$ cat src/rtl/fetch_queue_if.sv
// Bundle for fetch_queue: instruction-memory request/response bus, resolved branch info
// and the valid/ready instruction handshake toward decode.
interface fetch_queue_if #(
    parameter int WIDTH = 32
) ();
    logic             imem_req;
    logic [WIDTH-1:0] imem_addr;
    logic             imem_gnt;
    logic             imem_valid;
    logic [WIDTH-1:0] imem_rdata;

    logic             br_valid;
    logic [WIDTH-1:0] br_pc;
    logic [25:0]      br_imm26;
    logic             br_beq;
    logic             br_bne;
    logic             br_j;
    logic             br_zf;

    logic             inst_valid;
    logic             inst_ready;
    logic [WIDTH-1:0] inst_data;
    logic [WIDTH-1:0] inst_pc;

    modport master (
        output imem_req, imem_addr,
        input  imem_gnt, imem_valid, imem_rdata,
        input  br_valid, br_pc, br_imm26, br_beq, br_bne, br_j, br_zf,
        output inst_valid, inst_data, inst_pc,
        input  inst_ready
    );

    modport slave (
        input  imem_req, imem_addr,
        output imem_gnt, imem_valid, imem_rdata,
        output br_valid, br_pc, br_imm26, br_beq, br_bne, br_j, br_zf,
        input  inst_valid, inst_data, inst_pc,
        output inst_ready
    );
endinterface

$ cat src/rtl/fetch_queue.sv
// fetch_queue: fetch PC owner, single-outstanding imem requester and DEPTH-entry PC-tagged queue.
// Defining FETCH_PERF_EN adds the perf_fetched/perf_redirects/perf_stall counter ports.
module fetch_queue #(
    parameter int               WIDTH    = 32,
    parameter int               DEPTH    = 4,
    parameter logic [WIDTH-1:0] RESET_PC = '0
) (
    input  logic          clk,
    input  logic          rst,
    fetch_queue_if.master bus
`ifdef FETCH_PERF_EN
    ,
    output logic [31:0]   perf_fetched,
    output logic [31:0]   perf_redirects,
    output logic [31:0]   perf_stall
`endif
);
    localparam int               PW      = (DEPTH > 1) ? $clog2(DEPTH) : 1;
    localparam int               CW      = PW + 1;
    localparam logic [CW-1:0]    DEPTH_C = CW'(DEPTH);
    localparam logic [WIDTH-1:0] FOUR    = WIDTH'(4);

    typedef enum logic [1:0] {S_IDLE, S_REQ, S_WAIT, S_DROP} state_t;

    state_t           state_q, state_d;
    logic [WIDTH-1:0] pc_q, pc_d;
    logic [WIDTH-1:0] req_pc_q, req_pc_d;
    logic [WIDTH-1:0] data_q [DEPTH];
    logic [WIDTH-1:0] data_d [DEPTH];
    logic [WIDTH-1:0] tag_q [DEPTH];
    logic [WIDTH-1:0] tag_d [DEPTH];
    logic [PW-1:0]    rd_ptr_q, rd_ptr_d;
    logic [PW-1:0]    wr_ptr_q, wr_ptr_d;
    logic [CW-1:0]    count_q, count_d;

    logic             taken, push, pop, head_valid;
    logic [WIDTH-1:0] branch_off, branch_tgt, jump_tgt, target;

    // Jump wins over branch flags; the jump form keeps the top four PC bits.
    always_comb begin
        branch_off = {{(WIDTH-18){bus.br_imm26[15]}}, bus.br_imm26[15:0], 2'b00};
        branch_tgt = bus.br_pc + FOUR + branch_off;
        jump_tgt   = {bus.br_pc[WIDTH-1:28], bus.br_imm26, 2'b00};
        target     = bus.br_j ? jump_tgt : branch_tgt;
        taken      = bus.br_valid &
                     (bus.br_j | (bus.br_beq & bus.br_zf) | (bus.br_bne & ~bus.br_zf));
    end

    assign head_valid = (count_q != '0);

    always_comb begin
        push     = (state_q == S_WAIT) && bus.imem_valid && !taken;
        pop      = head_valid && bus.inst_ready && !taken;
        data_d   = data_q;
        tag_d    = tag_q;
        rd_ptr_d = rd_ptr_q;
        wr_ptr_d = wr_ptr_q;
        count_d  = count_q;
        if (taken) begin
            rd_ptr_d = '0;
            wr_ptr_d = '0;
            count_d  = '0;
        end else begin
            if (push) begin
                data_d[wr_ptr_q] = bus.imem_rdata;
                tag_d[wr_ptr_q]  = req_pc_q;
                wr_ptr_d         = wr_ptr_q + PW'(1);
            end
            if (pop) begin
                rd_ptr_d = rd_ptr_q + PW'(1);
            end
            if (push && !pop) begin
                count_d = count_q + CW'(1);
            end else if (!push && pop) begin
                count_d = count_q - CW'(1);
            end
        end
    end

    // Requests are only started with a free slot, so a returning response always fits.
    always_comb begin
        state_d      = state_q;
        pc_d         = pc_q;
        req_pc_d     = req_pc_q;
        bus.imem_req = 1'b0;
        case (state_q)
            S_IDLE: begin
                if (count_d < DEPTH_C) begin
                    state_d = S_REQ;
                end
            end
            S_REQ: begin
                bus.imem_req = 1'b1;
                if (bus.imem_gnt) begin
                    req_pc_d = pc_q;
                    pc_d     = pc_q + FOUR;
                    state_d  = taken ? S_DROP : S_WAIT;
                end
            end
            S_WAIT: begin
                if (bus.imem_valid) begin
                    state_d = (count_d < DEPTH_C) ? S_REQ : S_IDLE;
                end else if (taken) begin
                    state_d = S_DROP;
                end
            end
            S_DROP: begin
                if (bus.imem_valid) begin
                    state_d = S_REQ;
                end
            end
            default: state_d = S_IDLE;
        endcase
        if (taken) begin
            pc_d = target;
        end
    end

    always_ff @(posedge clk) begin
        if (rst) begin
            state_q  <= S_IDLE;
            pc_q     <= RESET_PC;
            req_pc_q <= RESET_PC;
            rd_ptr_q <= '0;
            wr_ptr_q <= '0;
            count_q  <= '0;
            for (int i = 0; i < DEPTH; i++) begin
                data_q[i] <= '0;
                tag_q[i]  <= '0;
            end
        end else begin
            state_q  <= state_d;
            pc_q     <= pc_d;
            req_pc_q <= req_pc_d;
            rd_ptr_q <= rd_ptr_d;
            wr_ptr_q <= wr_ptr_d;
            count_q  <= count_d;
            data_q   <= data_d;
            tag_q    <= tag_d;
        end
    end

    assign bus.imem_addr  = pc_q;
    assign bus.inst_valid = head_valid;
    assign bus.inst_data  = head_valid ? data_q[rd_ptr_q] : '0;
    assign bus.inst_pc    = head_valid ? tag_q[rd_ptr_q] : '0;

`ifdef FETCH_PERF_EN
    logic [31:0] perf_fetched_q, perf_fetched_d;
    logic [31:0] perf_redirects_q, perf_redirects_d;
    logic [31:0] perf_stall_q, perf_stall_d;

    // A stall cycle is a full queue that decode does not drain.
    always_comb begin
        perf_fetched_d   = perf_fetched_q + {31'b0, push};
        perf_redirects_d = perf_redirects_q + {31'b0, taken};
        perf_stall_d     = perf_stall_q +
                           {31'b0, (count_q == DEPTH_C) && !(head_valid && bus.inst_ready)};
    end

    always_ff @(posedge clk) begin
        if (rst) begin
            perf_fetched_q   <= '0;
            perf_redirects_q <= '0;
            perf_stall_q     <= '0;
        end else begin
            perf_fetched_q   <= perf_fetched_d;
            perf_redirects_q <= perf_redirects_d;
            perf_stall_q     <= perf_stall_d;
        end
    end

    assign perf_fetched   = perf_fetched_q;
    assign perf_redirects = perf_redirects_q;
    assign perf_stall     = perf_stall_q;
`endif
endmodule

$ cat src/flat_wrapper.sv
// flat-port wrapper written by rule: the top's interface ports become plain ports
module fetch_queue_flat 
#(
    parameter int               WIDTH    = 32,
    parameter int               DEPTH    = 4,
    parameter logic [WIDTH-1:0] RESET_PC = '0
)
  (clk, rst, bus_imem_req, bus_imem_addr, bus_imem_gnt, bus_imem_valid, bus_imem_rdata, bus_br_valid, bus_br_pc, bus_br_imm26, bus_br_beq, bus_br_bne, bus_br_j, bus_br_zf, bus_inst_valid, bus_inst_data, bus_inst_pc, bus_inst_ready);
  fetch_queue_if #(.WIDTH(WIDTH)) bus_i ();
  input  logic clk;
  input  logic rst;
  output wire logic [$bits(bus_i.imem_req)-1:0] bus_imem_req;
  output wire logic [$bits(bus_i.imem_addr)-1:0] bus_imem_addr;
  input wire logic [$bits(bus_i.imem_gnt)-1:0] bus_imem_gnt;
  input wire logic [$bits(bus_i.imem_valid)-1:0] bus_imem_valid;
  input wire logic [$bits(bus_i.imem_rdata)-1:0] bus_imem_rdata;
  input wire logic [$bits(bus_i.br_valid)-1:0] bus_br_valid;
  input wire logic [$bits(bus_i.br_pc)-1:0] bus_br_pc;
  input wire logic [$bits(bus_i.br_imm26)-1:0] bus_br_imm26;
  input wire logic [$bits(bus_i.br_beq)-1:0] bus_br_beq;
  input wire logic [$bits(bus_i.br_bne)-1:0] bus_br_bne;
  input wire logic [$bits(bus_i.br_j)-1:0] bus_br_j;
  input wire logic [$bits(bus_i.br_zf)-1:0] bus_br_zf;
  output wire logic [$bits(bus_i.inst_valid)-1:0] bus_inst_valid;
  output wire logic [$bits(bus_i.inst_data)-1:0] bus_inst_data;
  output wire logic [$bits(bus_i.inst_pc)-1:0] bus_inst_pc;
  input wire logic [$bits(bus_i.inst_ready)-1:0] bus_inst_ready;
  assign bus_imem_req = bus_i.imem_req;
  assign bus_imem_addr = bus_i.imem_addr;
  assign bus_i.imem_gnt = bus_imem_gnt;
  assign bus_i.imem_valid = bus_imem_valid;
  assign bus_i.imem_rdata = bus_imem_rdata;
  assign bus_i.br_valid = bus_br_valid;
  assign bus_i.br_pc = bus_br_pc;
  assign bus_i.br_imm26 = bus_br_imm26;
  assign bus_i.br_beq = bus_br_beq;
  assign bus_i.br_bne = bus_br_bne;
  assign bus_i.br_j = bus_br_j;
  assign bus_i.br_zf = bus_br_zf;
  assign bus_inst_valid = bus_i.inst_valid;
  assign bus_inst_data = bus_i.inst_data;
  assign bus_inst_pc = bus_i.inst_pc;
  assign bus_i.inst_ready = bus_inst_ready;
  fetch_queue #(.WIDTH(WIDTH), .DEPTH(DEPTH), .RESET_PC(RESET_PC)) u_core (.clk(clk), .rst(rst), .bus(bus_i));
endmodule
$ cat config.mk
export PLATFORM = sky130hd
export DESIGN_NAME = fetch_queue_flat
export DESIGN_NICKNAME = d
export VERILOG_FILES = /design/src/rtl/fetch_queue_if.sv /design/src/rtl/fetch_queue.sv /design/src/flat_wrapper.sv
export SDC_FILE = /design/constraint.sdc
export NUM_CORES = 1
export LEC_CHECK = 0
export BUFFER_PORTS_ARGS = -buffer_cell sky130_fd_sc_hd__clkbuf_2
export CAP_MARGIN = 30
export CORE_UTILIZATION = 45
export CTS_CLUSTER_DIAMETER = 40
export CTS_CLUSTER_SIZE = 30
export DETAILED_ROUTE_END_ITERATION = 6
export SLEW_MARGIN = 20
export SYNTH_ARGS = -nofsm -noshare
export SYNTH_HDL_FRONTEND = slang
export SYNTH_SLANG_ARGS = --single-unit
$ cat constraint.sdc
create_clock -name clk -period 4.7 [get_ports clk]
set_clock_uncertainty 0.05 [all_clocks]
set_input_delay 0.94 -clock clk [delete_from_list [all_inputs] [get_ports clk]]
set_output_delay 0.94 -clock clk [all_outputs]
set_load 0.01 [all_outputs]
### Word level (Yosys, flattened, before mapping)

Cells that the tools add are included.
Widths: inputs -> output; s select.

| word-level totals | value |
|---|---|
| input port bits | 100 |
| bits in registers | 329 |
| output and inout port bits | 98 |

| cells by class | value |
|---|---|
| $add $sub $neg | 7 |
| equality and inequality tests | 7 |
| $lt $le $gt $ge | 4 |
| muxes and demuxes | 28 |
| reductions and logical operators | 19 |
| bitwise logic cells | 9 |

Operators by type and width:

| kind | number |
|---|---|
| $mux 32 | 11 |
| $bwmux 128 | 2 |
| $bmux 32 s2 | 2 |
| $add 32x3->32 const B | 2 |
| $demux 32 s2 | 1 |
| $add 32x32->32 | 1 |
| $mux 2 | 5 |
| $mux 3 | 3 |
| $pmux 2 s4 | 1 |
| $logic_and 1x1->1 | 7 |
| $ge 3x3->1 const B | 2 |
| $not 2->3 | 2 |
| $reduce_and 2->1 | 3 |
| $add 2x1->2 const B | 2 |
| $eq 2x2->1 const B | 2 |
| $ne 2x2->1 const B | 2 |
| $reduce_and 4->1 | 1 |
| $reduce_bool 2->1 | 2 |
| $add 3x1->3 const B | 1 |
| $and 1x1->1 | 3 |
| $logic_not 1->1 | 3 |
| $lt 3x1->1 const B | 1 |
| $lt 3x3->1 const B | 1 |
| $mux 1 | 3 |
| other kinds (9) | 11 |

### Longest topological paths before layout

Gate-level depths: netlist of run 1.

| depth | value |
|---|---|
| word-level depth | 15 |
| depth in mapped cells | 15 |

### Worst setup path after synthesis of run 1

Ideal clock, no wire load.

| path | value |
|---|---|
| path kind | input port to flip-flop |
| from | input bus_br_zf |
| to | register u_core.state_q[1] |
| arrival time | 3.365 ns |
| required time | 4.580 ns |
| path slack | 1.215 ns |
| cell stages on the path | 13 |
| path through | mux2_2 o21ai_0 and3_1 clkbuf_1 inv_1 ha_1 o21ai_0 xnor2_1 nor2_1 nand2_1 o221ai_1 or3b_2 a21oi_1 |

| on the way | value |
|---|---|
| elaborated cells on any way between the ends | 20 |

RTL lines:

| element | RTL line | RTL |
|---|---|---|
| start: declaration | flat_wrapper.sv:23 | `input wire logic [$bits(bus_i.br_zf)-1:0] bus_br_zf;` |
| $and 1x1->1 or $not 1->1 (tied branches) | fetch_queue.sv:46 | `(bus.br_j \| (bus.br_beq & bus.br_zf) \| (bus.br_bne & ~bus.br_zf));` |
| $or 1x1->1 or $and 1x1->1 (tied branches) | fetch_queue.sv:46 |  |
| $or 1x1->1 * | fetch_queue.sv:46 |  |
| $and 1x1->1 * | fetch_queue.sv:45 | `taken = bus.br_valid &` |
| $logic_not 1->1 * | fetch_queue.sv:53 | `pop = head_valid && bus.inst_ready && !taken;` |
| $logic_and 1x1->1 * | fetch_queue.sv:53 |  |
| net u_core.pop | fetch_queue.sv:36 | `logic taken, push, pop, head_valid;` |
| $logic_and 1x1->1 or $logic_not 1->1 (tied branches) | fetch_queue.sv:74, fetch_queue.sv:72 |  |
| $mux 3 or $logic_and 1x1->1 (tied branches) | fetch_queue.sv:74, fetch_queue.sv:72 |  |
| $mux 3 * | fetch_queue.sv:72 | `if (push && !pop) begin` |
| $mux 3 * | fetch_queue.sv:59 | `if (taken) begin` |
| $lt 3x3->1 * | fetch_queue.sv:88 | `if (count_d < DEPTH_C) begin` |
| $ne 2x1->1 (no source line) * | - |  |
| $reduce_and 4->1 (no source line) * | - |  |
| end signal: assignment | fetch_queue.sv:132 | `state_q <= state_d;` |
| end: declaration | fetch_queue.sv:25 | `state_t state_q, state_d;` |

The timed path passes the listed nets; every way through them passes the cells marked *.
A chain may end at the register's enable or synchronous reset.

### Final worst setup path of run 1

| path | value |
|---|---|
| from | register u_core.rd_ptr_q[0] |
| to | output bus_inst_pc[18] |

| on the way | value |
|---|---|
| longest elaborated chain between the ends | 5 |

RTL lines:

| element | RTL line | RTL |
|---|---|---|
| start: declaration | fetch_queue.sv:32 | `logic [PW-1:0] rd_ptr_q, rd_ptr_d;` |
| start signal: assignment | fetch_queue.sv:135 | `rd_ptr_q <= rd_ptr_d;` |
| $not 2->3 (not written as such) | fetch_queue.sv:146 | `assign bus.inst_pc = head_valid ? tag_q[rd_ptr_q] : '0;` |
| $bmux 32 s2 | fetch_queue.sv:146 |  |
| $mux 32 (not written as such) (2 in series) | fetch_queue.sv:146 |  |
| $mux 32 | fetch_queue.sv:146 |  |
| end: declaration | flat_wrapper.sv:26 | `output wire logic [$bits(bus_i.inst_pc)-1:0] bus_inst_pc;` |

Every way passes these cells. The select of a mux whose other input is x is not followed.

==> metrics.cfg, run 1 <==
[yosys]
synth_commonest_cells=nand2_1 (628), a21oi_1 (331), dfxtp_1 (329)
synth.most_common_cell=nand2_1
syn_inst=1956
synth_edf_count=0
synthesis.nets=2128
yosysSeqAreaShare_pct=40.9
synth_cell_type_count=65
synthTopCellsByArea=dfxtp_1 (41%), nand2_1 (15%), a21oi_1 (10%), mux4_2 (8.9%), ha_1 (5.5%)
synth_area_per_cell_um2=8.24
ys_warn_count=0
async_flop_share_pct=0
ys_seq_elements=329
synth_top_area_share_pct=40.9
synth_flop_cell=dfxtp_1
synth.largest_area_cell=dfxtp_1
synth_area_um2=16100

[floorplan]
die_w_um=191
fp.dieH_um=191
rows=68
ios=198
start_util_pct=46.2
dieArea_um2=36600
core-area_um2=34900

[route]
viasPerCell=5.39
dr.first_iter.drc_count=846
drc=0
drt_pass1_iterations=5
vias=13912
ant_nets=0
totalWireLength_mm=44.8
post_drt_wl_per_cell_um=17.4

[cts]
cts_resized=0
postCtsSetupRepairBufs=0
clkLatencyLatePin_ns=0.53
cts_tree=yes
h-tree-depth=2
cts-root-buf=clkbuf_16
clock_path_buffers=3
holdBufCountCts=0
path_clk_slew_ns=0.06
numCtsBuffers=45
cts.sinks=329

[sta]
period_needed_ns=3.55
rsz0062_at_grt=no
slew-limit-headroom_pct=32.1
fmax_mhz=281
worstMarginPinSlew_ns=1.02
hold_viol_final=0
final_max_slew_viol_count=0
finalSetupTns_ns=0
finalSetupViolCount=0
fin_crit_sh_pct=75.6

[grt]
grt_pass1_vias=13410
grt_max_degree=153
antenna_found_initial=0
grt_pass1_wl_mm=70.9
grt_util_all_layers_pct=24.3
overflow=0

[setup_path]
cp.required_ns=3.71
cp-end-kind=output port
crit_path_start_kind=flop
crit_family=flip-flops
arrival_ns=2.56
critPathBufInv=2
cp_max_fo=39
crit_chain=buf_12, mux4_2, and2_1, clkbuf_2
max_stage_delay_ns=0.75
path_class=reg -> out
slowest_stage=dfxtp_4

[final_layout]
drive_above_1_share_pct=18.6
num_antenna_cells=0
nNetsFinal=2259
fin_area_um2=19000
syn_to_final_growth_pct=18.0

[hold_path]
hold_class=reg -> reg

[outcome]
status=completed

[placement]
dp_hpwl_mm=28.0
postPlaceCellArea_um2=17400
port_buffers=197
place_congestion=0.889

[pwr]
ir_drop_mv=0.380
p_leak_nw=6.94
cellPowerDensity_nw_per_um2=379

[job]
drv_cap=0

routing by layer:
layer  vias up  global-route usage (%)  routed length [um]  part of all wire (%)
li1       6951                       -                   -                     -
met1      6555                    31.8               20300                    45
met2       356                    41.2               21100                    47
met3        50                    4.48                2730                   6.1
met4         0                    5.56                 662                   1.5
met5         -                       0                   0                     0
metrics by stage:
stage          setup WS (ns)  power, mW  hold WS (ns)  std cells  utilization, %
2_1_floorplan           1.22       3.49         0.383       1956               -
3_3_place_gp           0.890       3.75         0.389       2495            50.0
3_5_place_dp           0.837       3.75         0.395       2495            50.0
4_1_cts                 1.09       7.27         0.402       2579            54.5
5_1_grt                 1.00       7.49         0.415       2579            54.5
6_report                1.15       7.20         0.402       2579            54.5
flip-flops by register name (all words and copies together) (netlist names):
name                  count
u_core.rd_ptr_q           2
u_core.state_q            2
u_core.count_q            3
u_core.bus.imem_addr     32
u_core.tag_q            128
u_core.data_q           128
u_core.wr_ptr_q           2
u_core.req_pc_q          32
cells in the final DEF, fill, tap and decap left out, drive strengths merged, types with 4 or more instances in the layout:
cell type,instances
nand2,628
a21oi,332
dfxtp,329
clkbuf,252
ha,71
and2,71
mux4,64
nor2,54
xnor2,37
inv,34
a211oi,33
o21ai,26
buf,25
nand3,20
xor2,17
nor3,13
nand4,13
clkinv,9
a21o,8
a31oi,8
nand2b,6
mux2i,5
bufinv,5
o211ai,5
mux2,4
nand3b,4
clkinvlp,4
power breakdown:
group	leakage, nW	total, mW	internal [mW]	switching [mW]
Combinational	3.52	0.772	0.290	0.482
Clock	0.768	3.51	2.20	1.31
Sequential	2.66	2.92	2.84	0.0775
kinds of logic (layout without fill, tap and decap cells):
kind of cell | Yosys count | count (layout) | share of synthesized area, %
adders and majority gates | 72 | 72 | 5.64
muxes | 73 | 73 | 9.54
DFF | 329 | 329 | 40.9
xor gates and xnor gates | 54 | 54 | 2.94
buffers and inverters | 161 | 329 | 3.99
and+or+nand+nor | 828 | 828 | 21.8
AOI/OAI and AO/OA | 439 | 439 | 15.2
worst paths after layout:
| path | from | to | slack [ns] | cells past startpoint |
|---|---|---|---|---|
| max | u_core.rd_ptr_q[0]$_SDFFE_PP0P_ | bus_inst_pc[18] | 1.15 | 4 |
| min | u_core.tag_q[98]$_SDFFE_PP0P_ | u_core.tag_q[98]$_SDFFE_PP0P_ | 0.40 | 2 |
| max reg2reg | u_core.count_q[0]$_SDFFE_PP0P_ | u_core.state_q[1]$_SDFFE_PP0P_ | 1.78 | 13 |
| min reg2reg | u_core.tag_q[98]$_SDFFE_PP0P_ | u_core.tag_q[98]$_SDFFE_PP0P_ | 0.40 | 2 |
worst register-to-register path: cells and delay by family, from the launching register on:
family,cells,cell delay [ns]
AO/OA/AOI/OAI,3,0.56
XOR/XNOR,1,0.18
adder cells (fa/ha/maj),2,0.47
buffers and inverters,2,0.15
flip-flops,1,0.37
AND/OR/NAND/NOR,5,1.08
cell type report:
class / count / area, um^2
Tap cell: 455 / 569
Fill cell: 3306 / 15900
Inverter: 24 / 90.1
Timing Repair Buffer: 221 / 1280
Clock buffer: 56 / 1250
Multi-Input combinational cell: 1466 / 8900
Clock inverter: 28 / 329
Sequential cell: 329 / 6590
Note: power is estimated with default switching activity, not from simulation.
==> inputs of run 2 (changes only) <==
--- a/config.mk
+++ b/config.mk
@@ -5,12 +5,14 @@
 export SDC_FILE = /design/constraint.sdc
 export NUM_CORES = 1
 export LEC_CHECK = 0
+export ABC_AREA = 1
 export BUFFER_PORTS_ARGS = -buffer_cell sky130_fd_sc_hd__clkbuf_2
 export CAP_MARGIN = 30
 export CORE_UTILIZATION = 45
 export CTS_CLUSTER_DIAMETER = 40
 export CTS_CLUSTER_SIZE = 30
 export DETAILED_ROUTE_END_ITERATION = 6
+export PLACE_DENSITY = 0.66
 export SLEW_MARGIN = 20
 export SYNTH_ARGS = -nofsm -noshare
 export SYNTH_HDL_FRONTEND = slang
==> constraint.sdc (replaced) <==
create_clock -name clk -period 3.02 [get_ports clk]
set_clock_uncertainty 0.05 [all_clocks]
set_input_delay 0.604 -clock clk [delete_from_list [all_inputs] [get_ports clk]]
set_output_delay 0.604 -clock clk [all_outputs]
set_load 0.01 [all_outputs]
==> run 2 against run 1 <==
Global-route usage up 3.9 points. Final area up 8.7%. First-iteration DRC count up 80%. Flip-flop and latch count unchanged. Routed wire length up 25%. Power up 81%. Combinational power rose to 2.6 times the previous value. Critical path depth up 2.
==> metrics.cfg, run 2 <==
[yosys]
synth_edf_count=0  ; unchanged
synth_cell_type_count=46  ; -29%
yosysSeqAreaShare_pct=37.7  ; -3.2 points
synth.largest_area_cell=dfxtp_1
synth_area_um2=17500  ; +8.5%
synth_top_area_share_pct=37.7  ; -3.2 points
syn_inst=2550  ; +30%
ys_seq_elements=329  ; unchanged
synth.most_common_cell=a21oi_1
synth_flop_cell=dfxtp_1
synth_commonest_cells=a21oi_1 (537), nand2_1 (401), dfxtp_1 (329)
synthesis.nets=2722  ; +28%
ys_warn_count=0  ; unchanged
async_flop_share_pct=0  ; unchanged
synthTopCellsByArea=dfxtp_1 (38%), a21oi_1 (15%), o21ai_0 (8.9%), nand2_1 (8.6%), inv_1 (5.9%)
synth_area_per_cell_um2=6.85  ; -17%

[sta]
slew-limit-headroom_pct=41.3  ; +9.1 points
period_needed_ns=2.94
fmax_mhz=340
worstMarginPinSlew_ns=0.873  ; -0.145 ns
finalSetupTns_ns=0  ; unchanged
finalSetupViolCount=0  ; unchanged
fin_crit_sh_pct=97.5
rsz0062_at_grt=no
final_max_slew_viol_count=0  ; unchanged
hold_viol_final=0  ; unchanged

[pwr]
switchingPower_mw=3.85  ; +110%
p_seq_share_pct=37.5  ; -3.1 points
clockPowerShare_pct=47.4  ; -1.3 points
fin_total_pwr_mw=13.1  ; +81%
intPower_mw=9.21  ; +73%
p_leak_nw=8.04  ; +16%
p_comb_share_pct=15.1  ; +4.4 points
ir_drop_mv=0.452  ; +19%
cellPowerDensity_nw_per_um2=632  ; +67%
swShare_pct=29.5  ; +3.5 points

[final_layout]
final_cell_mix=a21oi_1 (536), nand2_1 (396), dfxtp_1 (327)
syn_to_final_growth_pct=18.3
reg_top3=u_core.data_q x128, u_core.tag_q x128
fillers=3780  ; +14%
num_antenna_cells=0  ; unchanged
nNetsFinal=2844  ; +26%
drive_above_1_share_pct=13.9  ; -4.8 points
fin_area_um2=20700  ; +8.7%
mostFrequentLayoutCell=a21oi_1
fin_cells=3223  ; +25%

[setup_path]
arrival_ns=2.29  ; -0.27 ns
crit_chain=inv_1, ha_1, nand2_1, inv_6, a21oi_1, clkbuf_2
cp-end-kind=output port
slowest_stage=a21oi_1
max_stage_delay_ns=0.46  ; -0.29 ns
critPathBufInv=3  ; +1
cp.required_ns=2.37  ; -1.34 ns
cp_max_fo=38  ; -2.6%
crit_family=buffers and inverters
crit_path_start_kind=flop
path_class=reg -> out

[grt]
grt_util_all_layers_pct=28.1  ; +3.9 points
grt_pass1_wl_mm=89.1  ; +26%
overflow=0  ; unchanged
grt_pass1_vias=16698  ; +25%
antenna_found_initial=0  ; unchanged
grt_max_degree=145  ; -5.2%

[floorplan]
start_util_pct=46.1  ; -0.12 points
die_w_um=199  ; +4.1%
core-area_um2=37900  ; +8.7%
fp.dieH_um=199  ; +4.1%
dieArea_um2=39600  ; +8.4%
rows=71  ; +4.4%
ios=198  ; unchanged

[route]
viasPerCell=5.56  ; +3.1%
drc=0  ; unchanged
totalWireLength_mm=56.1  ; +25%
drt_pass1_iterations=6  ; +1
dr.first_iter.drc_count=1521  ; +80%
ant_nets=0  ; unchanged
post_drt_wl_per_cell_um=17.4  ; +0.25%
vias=17918  ; +29%

[cts]
cts_tree=yes
numCtsBuffers=49  ; +8.9%
h-tree-depth=2  ; unchanged
path_clk_slew_ns=0.05  ; about the same
cts-root-buf=clkbuf_16
clkLatencyLatePin_ns=0.56  ; +0.03 ns
clock_path_buffers=3  ; unchanged
cts.sinks=329  ; unchanged

[job]
drv_cap=0  ; unchanged

[placement]
dp_hpwl_mm=36.4  ; +30%
numPlacedInstances=3132  ; +26%
place_congestion=0.958  ; +7.8%
postPlaceCellArea_um2=18800  ; +8.1%
port_buffers=197  ; unchanged

[hold_path]
hold_class=in -> reg

[outcome]
status=completed

## run 2: cell count changes in the layout (fill, tap and decap cells not counted), sizes merged, moves of 7 or more
cell | previous run | this run
o21ai | 26 | 329
buf | 25 | 50
nand2 | 628 | 405
nor2 | 54 | 127
nand3 | 20 | 194
xnor2 | 37 | 8
a21o | 8 | 1
a211oi | 33 | 11
inv | 34 | 286
and2 | 71 | 2
a21oi | 332 | 538
mux4 | 64 | 0
## run 2: worst paths after layout
path / start / to / slack [ns] / cells after the start
worst min-delay path: bus_br_pc[0] / u_core.bus.imem_addr[0]$_SDFFE_PP0P_ / 0.27 / 3
worst max-delay path: u_core.count_q[0]$_SDFFE_PP0P_ / bus_inst_pc[15] / 0.08 / 6
worst max register to register: u_core.count_q[0]$_SDFFE_PP0P_ / u_core.state_q[1]$_SDFFE_PP0P_ / 0.47 / 12
worst min register to register: u_core.tag_q[33]$_SDFFE_PP0P_ / u_core.tag_q[33]$_SDFFE_PP0P_ / 0.40 / 2
## run 2: power groups by stage
stage | clock, mW | sequential, mW | combinational (mW)
final | 6.19 | 4.90 | 1.97
after global routing | 6.47 | 4.93 | 2.19
after CTS | 6.28 | 4.90 | 1.95
after detailed placement | 0 | 4.99 | 1.94
after global placement | 0 | 4.98 | 1.91
after floorplan | 0 | 4.89 | 1.26
## run 2: kinds of logic after synthesis
kind of cell,count (synthesis),share of synthesized area (%)
AOI/OAI and AO/OA,904,26.5
and+or+nand+nor,767,19.1
buffers and inverters,454,10.4
DFF,329,37.7
adders and majority gates,72,5.20
xor gates and xnor gates,24,1.20
## run 2: area by class of cell
type                       count  area, um^2  share of cell area, %
clock buffer                  54        1290                   6.22
inverter                     279        1060                   5.12
tap                          511         639                   3.09
sequential                   329        6590                   31.9
timing repair buffer         246        1460                   7.07
multi-input combinational   1767        9100                   44.1
clock inverter                37         524                   2.54
## run 2: per-layer routing
| metal | GRT usage [%] | up-vias | wire, um |
|---|---|---|---|
| met2 | 45.5 | 666 | 25700 |
| li1 | - | 8806 | - |
| met1 | 38.2 | 8361 | 24900 |
| met3 | 4.43 | 85 | 4130 |
| met4 | 8.97 | 0 | 1370 |
| met5 | 0 | - | 0 |
## run 2: repair_timing
item | 4_1_cts | 5_1_grt
hold buffers | 0 | 0
pin swaps | 0 | 0
setup endpoints to repair | 35 | 27
buffers inserted | 0 | 0
endpoints found under the hold margin | 0 | 0
resized for setup | 1 | 5
## run 2: tightest hold or removal path, stage by stage
cell	delay, ns
clkbuf_2	0.08
nand4_1	0.08
o21ai_0	0.08
## run 2: through the flow
stage / hold WS (ns) / util, % / setup WS (ns)
5_1_grt: 0.271 / 54.5 / 0.00147
4_1_cts: 0.254 / 54.4 / 0.0142
6_report: 0.266 / 54.5 / 0.0757
3_5_place_dp: 0.393 / 49.7 / 0.101
2_1_floorplan: 0.380 / - / 0.508
3_3_place_gp: 0.387 / 49.7 / 0.138
